File: src/rtl/mips_ctrl_pkg.sv
// mips_ctrl_pkg: shared types and encodings for the multicycle MIPS controller.
// Holds the state enum, opcode/aluop/mux encodings, the packed control word
// carried from the output decoder to the top, and the I-type aluop helper.
package mips_ctrl_pkg;

    typedef enum logic [3:0] {
        S_FETCH, S_DECODE, S_MEMADR, S_MEMRD, S_MEMWB, S_MEMWR, S_EXEC,
        S_ALUWB, S_BRANCH, S_IEXEC, S_IWB, S_JUMP, S_TRAP
    } state_t;

    localparam logic [5:0] OP_LW   = 6'b100011;
    localparam logic [5:0] OP_SW   = 6'b101011;
    localparam logic [5:0] OP_R    = 6'b000000;
    localparam logic [5:0] OP_BEQ  = 6'b000100;
    localparam logic [5:0] OP_BNE  = 6'b000101;
    localparam logic [5:0] OP_ADDI = 6'b001000;
    localparam logic [5:0] OP_ANDI = 6'b001100;
    localparam logic [5:0] OP_ORI  = 6'b001101;
    localparam logic [5:0] OP_SLTI = 6'b001010;
    localparam logic [5:0] OP_J    = 6'b000010;

    localparam logic [2:0] ALU_ADD   = 3'b000;
    localparam logic [2:0] ALU_SUB   = 3'b001;
    localparam logic [2:0] ALU_FUNCT = 3'b010;
    localparam logic [2:0] ALU_AND   = 3'b011;
    localparam logic [2:0] ALU_OR    = 3'b100;
    localparam logic [2:0] ALU_SLT   = 3'b101;

    localparam logic [1:0] SRCB_REG   = 2'b00;
    localparam logic [1:0] SRCB_FOUR  = 2'b01;
    localparam logic [1:0] SRCB_IMM   = 2'b10;
    localparam logic [1:0] SRCB_IMMSH = 2'b11;

    localparam logic [1:0] PC_ALU    = 2'b00;
    localparam logic [1:0] PC_ALUOUT = 2'b01;
    localparam logic [1:0] PC_JUMP   = 2'b10;
    localparam logic [1:0] PC_EXC    = 2'b11;

    typedef struct packed {
        logic       mem_req;
        logic       iord;
        logic       irwrite;
        logic       pcwrite;
        logic       memwrite;
        logic       regwrite;
        logic       memtoreg;
        logic       regdst;
        logic       alusrca;
        logic [1:0] alusrcb;
        logic [1:0] pcsrc;
        logic [2:0] aluop;
        logic       branch;
        logic       branch_ne;
        logic       zeroext;
        logic       illegal_op;
    } ctrl_t;

    function automatic logic [2:0] imm_aluop(input logic [5:0] op);
        return op == OP_ANDI ? ALU_AND :
               op == OP_ORI  ? ALU_OR  :
               op == OP_SLTI ? ALU_SLT : ALU_ADD;
    endfunction

endpackage

File: src/rtl/multicycle_ctrl_if.sv
// multicycle_ctrl_if: controller <-> datapath bundle.
// master (controller): receives op/mem_ready, drives every strobe, mux select
// and the state_dbg debug view. slave (datapath side): the mirror image.
interface multicycle_ctrl_if;
    logic [5:0] op;
    logic       mem_ready;
    logic       mem_req;
    logic       memtoreg;
    logic       regdst;
    logic       iord;
    logic       alusrca;
    logic [1:0] alusrcb;
    logic [1:0] pcsrc;
    logic       irwrite;
    logic       pcwrite;
    logic       memwrite;
    logic       regwrite;
    logic       branch;
    logic       branch_ne;
    logic       zeroext;
    logic [2:0] aluop;
    logic       illegal_op;
    logic [3:0] state_dbg;

    modport master (
        input  op, mem_ready,
        output mem_req, memtoreg, regdst, iord, alusrca, alusrcb, pcsrc,
               irwrite, pcwrite, memwrite, regwrite, branch, branch_ne,
               zeroext, aluop, illegal_op, state_dbg
    );

    modport slave (
        output op, mem_ready,
        input  mem_req, memtoreg, regdst, iord, alusrca, alusrcb, pcsrc,
               irwrite, pcwrite, memwrite, regwrite, branch, branch_ne,
               zeroext, aluop, illegal_op, state_dbg
    );
endinterface

File: src/rtl/ctrl_outdec.sv
// ctrl_outdec: combinational control-word decode for the multicycle controller.
// Ports: state (current FSM state), op_q (opcode latched in DECODE),
// done (current memory access completes), c (full control word).
module ctrl_outdec
    import mips_ctrl_pkg::*;
(
    input  state_t     state,
    input  logic [5:0] op_q,
    input  logic       done,
    output ctrl_t      c
);
    always_comb begin
        c = '0;
        case (state)
            S_FETCH: begin
                c.mem_req = 1'b1;
                c.alusrcb = SRCB_FOUR;
                // IR and PC only commit once the fetch actually returns data
                c.irwrite = done;
                c.pcwrite = done;
            end
            S_DECODE: c.alusrcb = SRCB_IMMSH;
            S_MEMADR: begin
                c.alusrca = 1'b1;
                c.alusrcb = SRCB_IMM;
            end
            S_MEMRD: begin
                c.mem_req = 1'b1;
                c.iord    = 1'b1;
            end
            S_MEMWB: begin
                c.memtoreg = 1'b1;
                c.regwrite = 1'b1;
            end
            S_MEMWR: begin
                c.mem_req  = 1'b1;
                c.iord     = 1'b1;
                c.memwrite = 1'b1;
            end
            S_EXEC: begin
                c.alusrca = 1'b1;
                c.aluop   = ALU_FUNCT;
            end
            S_ALUWB: begin
                c.regdst   = 1'b1;
                c.regwrite = 1'b1;
            end
            S_BRANCH: begin
                c.alusrca   = 1'b1;
                c.aluop     = ALU_SUB;
                c.pcsrc     = PC_ALUOUT;
                c.branch    = op_q == OP_BEQ;
                c.branch_ne = op_q == OP_BNE;
            end
            S_IEXEC: begin
                c.alusrca = 1'b1;
                c.alusrcb = SRCB_IMM;
                c.aluop   = imm_aluop(op_q);
                c.zeroext = op_q == OP_ANDI || op_q == OP_ORI;
            end
            S_IWB: c.regwrite = 1'b1;
            S_JUMP: begin
                c.pcsrc   = PC_JUMP;
                c.pcwrite = 1'b1;
            end
            S_TRAP: begin
                c.pcsrc      = PC_EXC;
                c.pcwrite    = 1'b1;
                c.illegal_op = 1'b1;
            end
            default: c = '0;
        endcase
    end
endmodule

File: src/rtl/multicycle_ctrl.sv
// multicycle_ctrl: main FSM controller for the multicycle MIPS core.
// Ports: clk, reset (sync, active-high), bus (master modport: op/mem_ready in,
// all datapath strobes, mux selects, aluop, illegal_op and state_dbg out).
module multicycle_ctrl
    import mips_ctrl_pkg::*;
#(
    parameter bit MEM_HANDSHAKE = 1'b1,
    parameter bit EN_BNE        = 1'b1,
    parameter bit EN_IMM_LOGIC  = 1'b1
) (
    input logic             clk,
    input logic             reset,
    multicycle_ctrl_if.master bus
);
    state_t     state, state_n;
    logic [5:0] op_q;
    logic       done;
    ctrl_t      c, o;

    assign done = !MEM_HANDSHAKE || bus.mem_ready;

    always_ff @(posedge clk) begin
        if (reset) begin
            state <= S_FETCH;
            op_q  <= '0;
        end else begin
            state <= state_n;
            if (state == S_DECODE) op_q <= bus.op;
        end
    end

    always_comb begin
        state_n = state;
        case (state)
            S_FETCH:  state_n = done ? S_DECODE : S_FETCH;
            S_DECODE: case (bus.op)
                OP_LW, OP_SW:              state_n = S_MEMADR;
                OP_R:                      state_n = S_EXEC;
                OP_BEQ:                    state_n = S_BRANCH;
                OP_BNE:                    state_n = EN_BNE ? S_BRANCH : S_TRAP;
                OP_ADDI:                   state_n = S_IEXEC;
                OP_ANDI, OP_ORI, OP_SLTI:  state_n = EN_IMM_LOGIC ? S_IEXEC : S_TRAP;
                OP_J:                      state_n = S_JUMP;
                default:                   state_n = S_TRAP;
            endcase
            S_MEMADR: state_n = op_q == OP_LW ? S_MEMRD : S_MEMWR;
            S_MEMRD:  state_n = done ? S_MEMWB : S_MEMRD;
            S_MEMWR:  state_n = done ? S_FETCH : S_MEMWR;
            S_EXEC:   state_n = S_ALUWB;
            S_BRANCH: state_n = S_FETCH;
            S_IEXEC:  state_n = S_IWB;
            default:  state_n = S_FETCH;
        endcase
    end

    ctrl_outdec u_outdec (
        .state (state),
        .op_q  (op_q),
        .done  (done),
        .c     (c)
    );

    // Everything is forced low while reset is held, even before the first edge.
    assign o              = reset ? '0 : c;
    assign bus.state_dbg  = reset ? 4'd0 : state;
    assign bus.mem_req    = o.mem_req;
    assign bus.iord       = o.iord;
    assign bus.irwrite    = o.irwrite;
    assign bus.pcwrite    = o.pcwrite;
    assign bus.memwrite   = o.memwrite;
    assign bus.regwrite   = o.regwrite;
    assign bus.memtoreg   = o.memtoreg;
    assign bus.regdst     = o.regdst;
    assign bus.alusrca    = o.alusrca;
    assign bus.alusrcb    = o.alusrcb;
    assign bus.pcsrc      = o.pcsrc;
    assign bus.aluop      = o.aluop;
    assign bus.branch     = o.branch;
    assign bus.branch_ne  = o.branch_ne;
    assign bus.zeroext    = o.zeroext;
    assign bus.illegal_op = o.illegal_op;
endmodule

File: src/flat_wrapper.sv
// flat-port wrapper written by rule: the top's interface ports become plain ports
module multicycle_ctrl_flat import mips_ctrl_pkg::*;
#(
    parameter bit MEM_HANDSHAKE = 1'b1,
    parameter bit EN_BNE        = 1'b1,
    parameter bit EN_IMM_LOGIC  = 1'b1
)
  (clk, reset, bus_op, bus_mem_ready, bus_mem_req, bus_memtoreg, bus_regdst, bus_iord, bus_alusrca, bus_alusrcb, bus_pcsrc, bus_irwrite, bus_pcwrite, bus_memwrite, bus_regwrite, bus_branch, bus_branch_ne, bus_zeroext, bus_aluop, bus_illegal_op, bus_state_dbg);
  multicycle_ctrl_if bus_i ();
  input logic clk;
  input logic reset;
  input wire logic [$bits(bus_i.op)-1:0] bus_op;
  input wire logic [$bits(bus_i.mem_ready)-1:0] bus_mem_ready;
  output wire logic [$bits(bus_i.mem_req)-1:0] bus_mem_req;
  output wire logic [$bits(bus_i.memtoreg)-1:0] bus_memtoreg;
  output wire logic [$bits(bus_i.regdst)-1:0] bus_regdst;
  output wire logic [$bits(bus_i.iord)-1:0] bus_iord;
  output wire logic [$bits(bus_i.alusrca)-1:0] bus_alusrca;
  output wire logic [$bits(bus_i.alusrcb)-1:0] bus_alusrcb;
  output wire logic [$bits(bus_i.pcsrc)-1:0] bus_pcsrc;
  output wire logic [$bits(bus_i.irwrite)-1:0] bus_irwrite;
  output wire logic [$bits(bus_i.pcwrite)-1:0] bus_pcwrite;
  output wire logic [$bits(bus_i.memwrite)-1:0] bus_memwrite;
  output wire logic [$bits(bus_i.regwrite)-1:0] bus_regwrite;
  output wire logic [$bits(bus_i.branch)-1:0] bus_branch;
  output wire logic [$bits(bus_i.branch_ne)-1:0] bus_branch_ne;
  output wire logic [$bits(bus_i.zeroext)-1:0] bus_zeroext;
  output wire logic [$bits(bus_i.aluop)-1:0] bus_aluop;
  output wire logic [$bits(bus_i.illegal_op)-1:0] bus_illegal_op;
  output wire logic [$bits(bus_i.state_dbg)-1:0] bus_state_dbg;
  assign bus_i.op = bus_op;
  assign bus_i.mem_ready = bus_mem_ready;
  assign bus_mem_req = bus_i.mem_req;
  assign bus_memtoreg = bus_i.memtoreg;
  assign bus_regdst = bus_i.regdst;
  assign bus_iord = bus_i.iord;
  assign bus_alusrca = bus_i.alusrca;
  assign bus_alusrcb = bus_i.alusrcb;
  assign bus_pcsrc = bus_i.pcsrc;
  assign bus_irwrite = bus_i.irwrite;
  assign bus_pcwrite = bus_i.pcwrite;
  assign bus_memwrite = bus_i.memwrite;
  assign bus_regwrite = bus_i.regwrite;
  assign bus_branch = bus_i.branch;
  assign bus_branch_ne = bus_i.branch_ne;
  assign bus_zeroext = bus_i.zeroext;
  assign bus_aluop = bus_i.aluop;
  assign bus_illegal_op = bus_i.illegal_op;
  assign bus_state_dbg = bus_i.state_dbg;
  multicycle_ctrl #(.MEM_HANDSHAKE(MEM_HANDSHAKE), .EN_BNE(EN_BNE), .EN_IMM_LOGIC(EN_IMM_LOGIC)) u_core (.clk(clk), .reset(reset), .bus(bus_i));
endmodule
File: config.mk
export PLATFORM = sky130hd
export DESIGN_NAME = multicycle_ctrl_flat
export DESIGN_NICKNAME = d
export VERILOG_FILES = /design/src/rtl/mips_ctrl_pkg.sv /design/src/rtl/multicycle_ctrl_if.sv /design/src/rtl/ctrl_outdec.sv /design/src/rtl/multicycle_ctrl.sv /design/src/flat_wrapper.sv
export SDC_FILE = /design/constraint.sdc
export NUM_CORES = 1
export LEC_CHECK = 0
export ABC_AREA = 1
export CAP_MARGIN = 10
export CELL_PAD_IN_SITES_DETAIL_PLACEMENT = 1
export CELL_PAD_IN_SITES_GLOBAL_PLACEMENT = 2
export CORE_ASPECT_RATIO = 1.5
export CORE_MARGIN = 10
export CORE_UTILIZATION = 20
export CTS_CLUSTER_DIAMETER = 100
export DETAILED_ROUTE_END_ITERATION = 10
export PLACE_DENSITY = 0.85
export SETUP_SLACK_MARGIN = 0.1
export SLEW_MARGIN = 0
export SYNTH_ARGS = -nofsm -noshare
export SYNTH_HDL_FRONTEND = slang
export SYNTH_HIERARCHICAL = 1
export SYNTH_SLANG_ARGS = --single-unit
export TNS_END_PERCENT = 20
File: constraint.sdc
create_clock -name clk -period 1.18 [get_ports clk]
set_input_delay 0.177 -clock clk [delete_from_list [all_inputs] [get_ports clk]]
set_output_delay 0.177 -clock clk [all_outputs]
set_load 0.02 [all_outputs]
==> impl_metrics.yaml <==
flow_run:
  maxCapViolCount: 0
floorplan:
  io_pins: 33
  die_h_um: 111.0
  start_util_pct: 20.43
  fp-row-count: 33
  dieArea_um2: 8958
  core-area_um2: 5409
  die_w_um: 80.69
logic_synthesis:
  yosysUniqueCellTypes: 25
  synthFlopType: "dfxtp_1"
  ys_seq_area_share_pct: 18.12
  synth-edff-count: 0
  syn_inst: 210
  synth_fp_nets: 219
  syn_avg_cell_area_um2: 5.261
  ys_warn_count: 6
  ys_ff_latch: 10
  async_reset_ff_share_pct: 0
  synth_area_um2: 1105
placed_design:
  gp_congestion: 0.8056
  dpl_cell_area_um2: 1805
  dp_hpwl_mm: 3.177
  io_buffers: 32
final_layout:
  nNetsFinal: 282
  fillCellCount: 705
  final_area_um2: 1941
  final_core_util_pct: 35.88
  area_growth_syn_to_layout_pct: 75.65
  antenna_cells: 0
  drive_above_1_share_pct: 47.79
  layout_common_cells: "41 x buf_4, 41 x inv_1, 34 x nand2_1"
grt:
  overflow: 0
  grt_antenna_before_repair: 0
  grt_max_degree: 19
  grt_pass1_wl_mm: 6.658
  grt_usage_pct: 8.852
  grt_pass1_vias: 1550
cts:
  cts_num_sinks: 10
  cts_buffers: 3
  clk_pin_slew_ns: 0.05
  tritoncts: "built"
  postCtsSetupRepairBufs: 0
  clk_latency_ns: 0.24
  hold_buffers: 0
  h-tree-depth: 1
  clk_path_buf_depth: 2
  cts_root_buf: "clkbuf_8"
hold_path:
  min_from: "reset"
  hold_path.class: "input port to flip-flop"
  min_path_cells: 3
  hold_end: "u_core/state[1]"
pwr:
  p_per_area_nw_per_um2: 728.3
  p_leak_uw: 0.0009214
  peakVddDrop_mv: 0.4301
timing:
  rsz0062_at_grt: "yes"
  max_freq_mhz: 641.9
  relSlewSlack_pct: 81.55
  hold_ws_ns: 0.2703
  period_minus_slack_ns: 1.558
  post-route-period-util_pct: 132.0
  clock_skew_ns: 0.003128
  slew_violations: 0
  final_critical_path_setup_slack_ns: -0.3780
  setup_viol: 34
  tightest_slew_ns: 0.2757
  hold_viol_final: 0
worst_setup_path:
  path_class: "flip-flop to output pin"
  r2r_slack_ns: -0.14
  critical_path_arrival_ns: 1.38
  reg2reg_depth: 7
  r2r_end: "u_core/op_q[4]"
  start_kind: "flip-flop"
  cp-end-kind: "output pin"
  crit_fanout: 4
  cp_data_required_time_ns: 1.00
  worstReg2RegStart: "u_core/state[0]"
status:
  status: "finished, violations left"
  violations: "setup timing"
detailed_routing:
  drtAntennaViolNets: 0
  wl_per_cell_um: 11.14
  drt_iter0_markers: 31
  vias_per_cell: 4.205
  postRouteWirelength_mm: 3.810
  drcViolationCount: 0
  first_pass_iters: 4
  vias: 1438
## Yosys cell counts, types with 2 or more instances
cell	n	share of area, %
nor2_1	54	18
inv_2	4	1.4
nand3_1	20	9.1
inv_1	46	16
a211oi_1	4	2.7
dfxtp_1	10	18
nand4_1	2	1.1
nand2_1	39	13
nand2_2	3	1.7
nor2_2	2	1.1
nand3b_1	2	1.4
a21oi_1	6	2.7
nor2_4	3	3.1
clkbuf_1	3	1.0
nor3_1	2	0.91
## registers in the layout (all words and copies together) (netlist names)
name          cells
u_core/op_q       6
u_core/state      4
## kinds of logic (layout without fill, tap and decap cells)
logic type,Yosys count,in the layout,share of synthesized area [%]
AO/OA/AOI/OAI,14,14,8.607
AND/OR/NAND/NOR,130,130,52.43
buffers and inverters,56,118,20.84
flip-flops,10,10,18.12
## final cells by class
| class | instances | area (um^2) | area share [%] |
|---|---|---|---|
| Timing Repair Buffer | 63 | 543.0 | 27.98 |
| Sequential cell | 10 | 222.7 | 11.48 |
| Inverter | 51 | 203.9 | 10.51 |
| Clock buffer | 4 | 45.04 | 2.321 |
| Multi-Input combinational cell | 144 | 838.3 | 43.20 |
| Tap cell | 70 | 87.58 | 4.513 |
## worst max path at each step
stage,slack [ns],from,endpoint,cells after the start
2_1_floorplan,-0.01,u_core/state[3],bus_pcwrite,6
3_3_place_gp,-0.61,bus_mem_ready,bus_pcwrite,7
3_5_place_dp,-0.64,bus_mem_ready,bus_pcwrite,7
4_1_cts,-0.38,u_core/state[1],bus_pcwrite,7
5_1_grt,-0.46,u_core/state[1],bus_pcwrite,7
6_report,-0.38,u_core/state[2],bus_pcwrite,9
## repair_timing
item	4_1_cts	5_1_grt
endpoints found under the setup margin	34	34
pin swaps	10	9
resized for setup	153	16
## metrics by stage
step / setup slack, ns / TNS [ns] / instances / power (uW)
after CTS: -0.3770 / -6.982 / 342 / 1389
after global placement: -0.6096 / -13.04 / 338 / 980.9
after detailed placement: -0.6386 / -13.45 / 338 / 994.5
after global routing: -0.4608 / -10.01 / 342 / 1514
final: -0.3780 / -6.761 / 342 / 1413
after floorplan: -0.01131 / -0.02046 / 210 / 739.8
## metal layers
layer | vias to the layer above | GRT usage [%] | part of all wire, %
met1 | 653 | 8.368 | 35
met3 | 4 | 2.192 | 4.6
met2 | 23 | 17.38 | 60
met5 | - | 0 | 0
met4 | 0 | 2.665 | 1.3
li1 | 758 | - | -
## critical path, cell delays in order (launching register included)
cell     delay, ns
dfxtp_2       0.37
inv_2         0.05
nand2_2       0.09
inv_2         0.07
nand2_2       0.06
nand2_2       0.06
or2_1         0.20
inv_1         0.06
nor2_2        0.03
buf_4         0.15
## power breakdown
group | switching (uW) | total (uW) | internal, uW
Combinational | 354 | 634 | 281
Clock | 131 | 367 | 236
Sequential | 39.6 | 412 | 372
Total | 524 | 1410 | 889
Note: power is estimated with default switching activity, not from simulation.
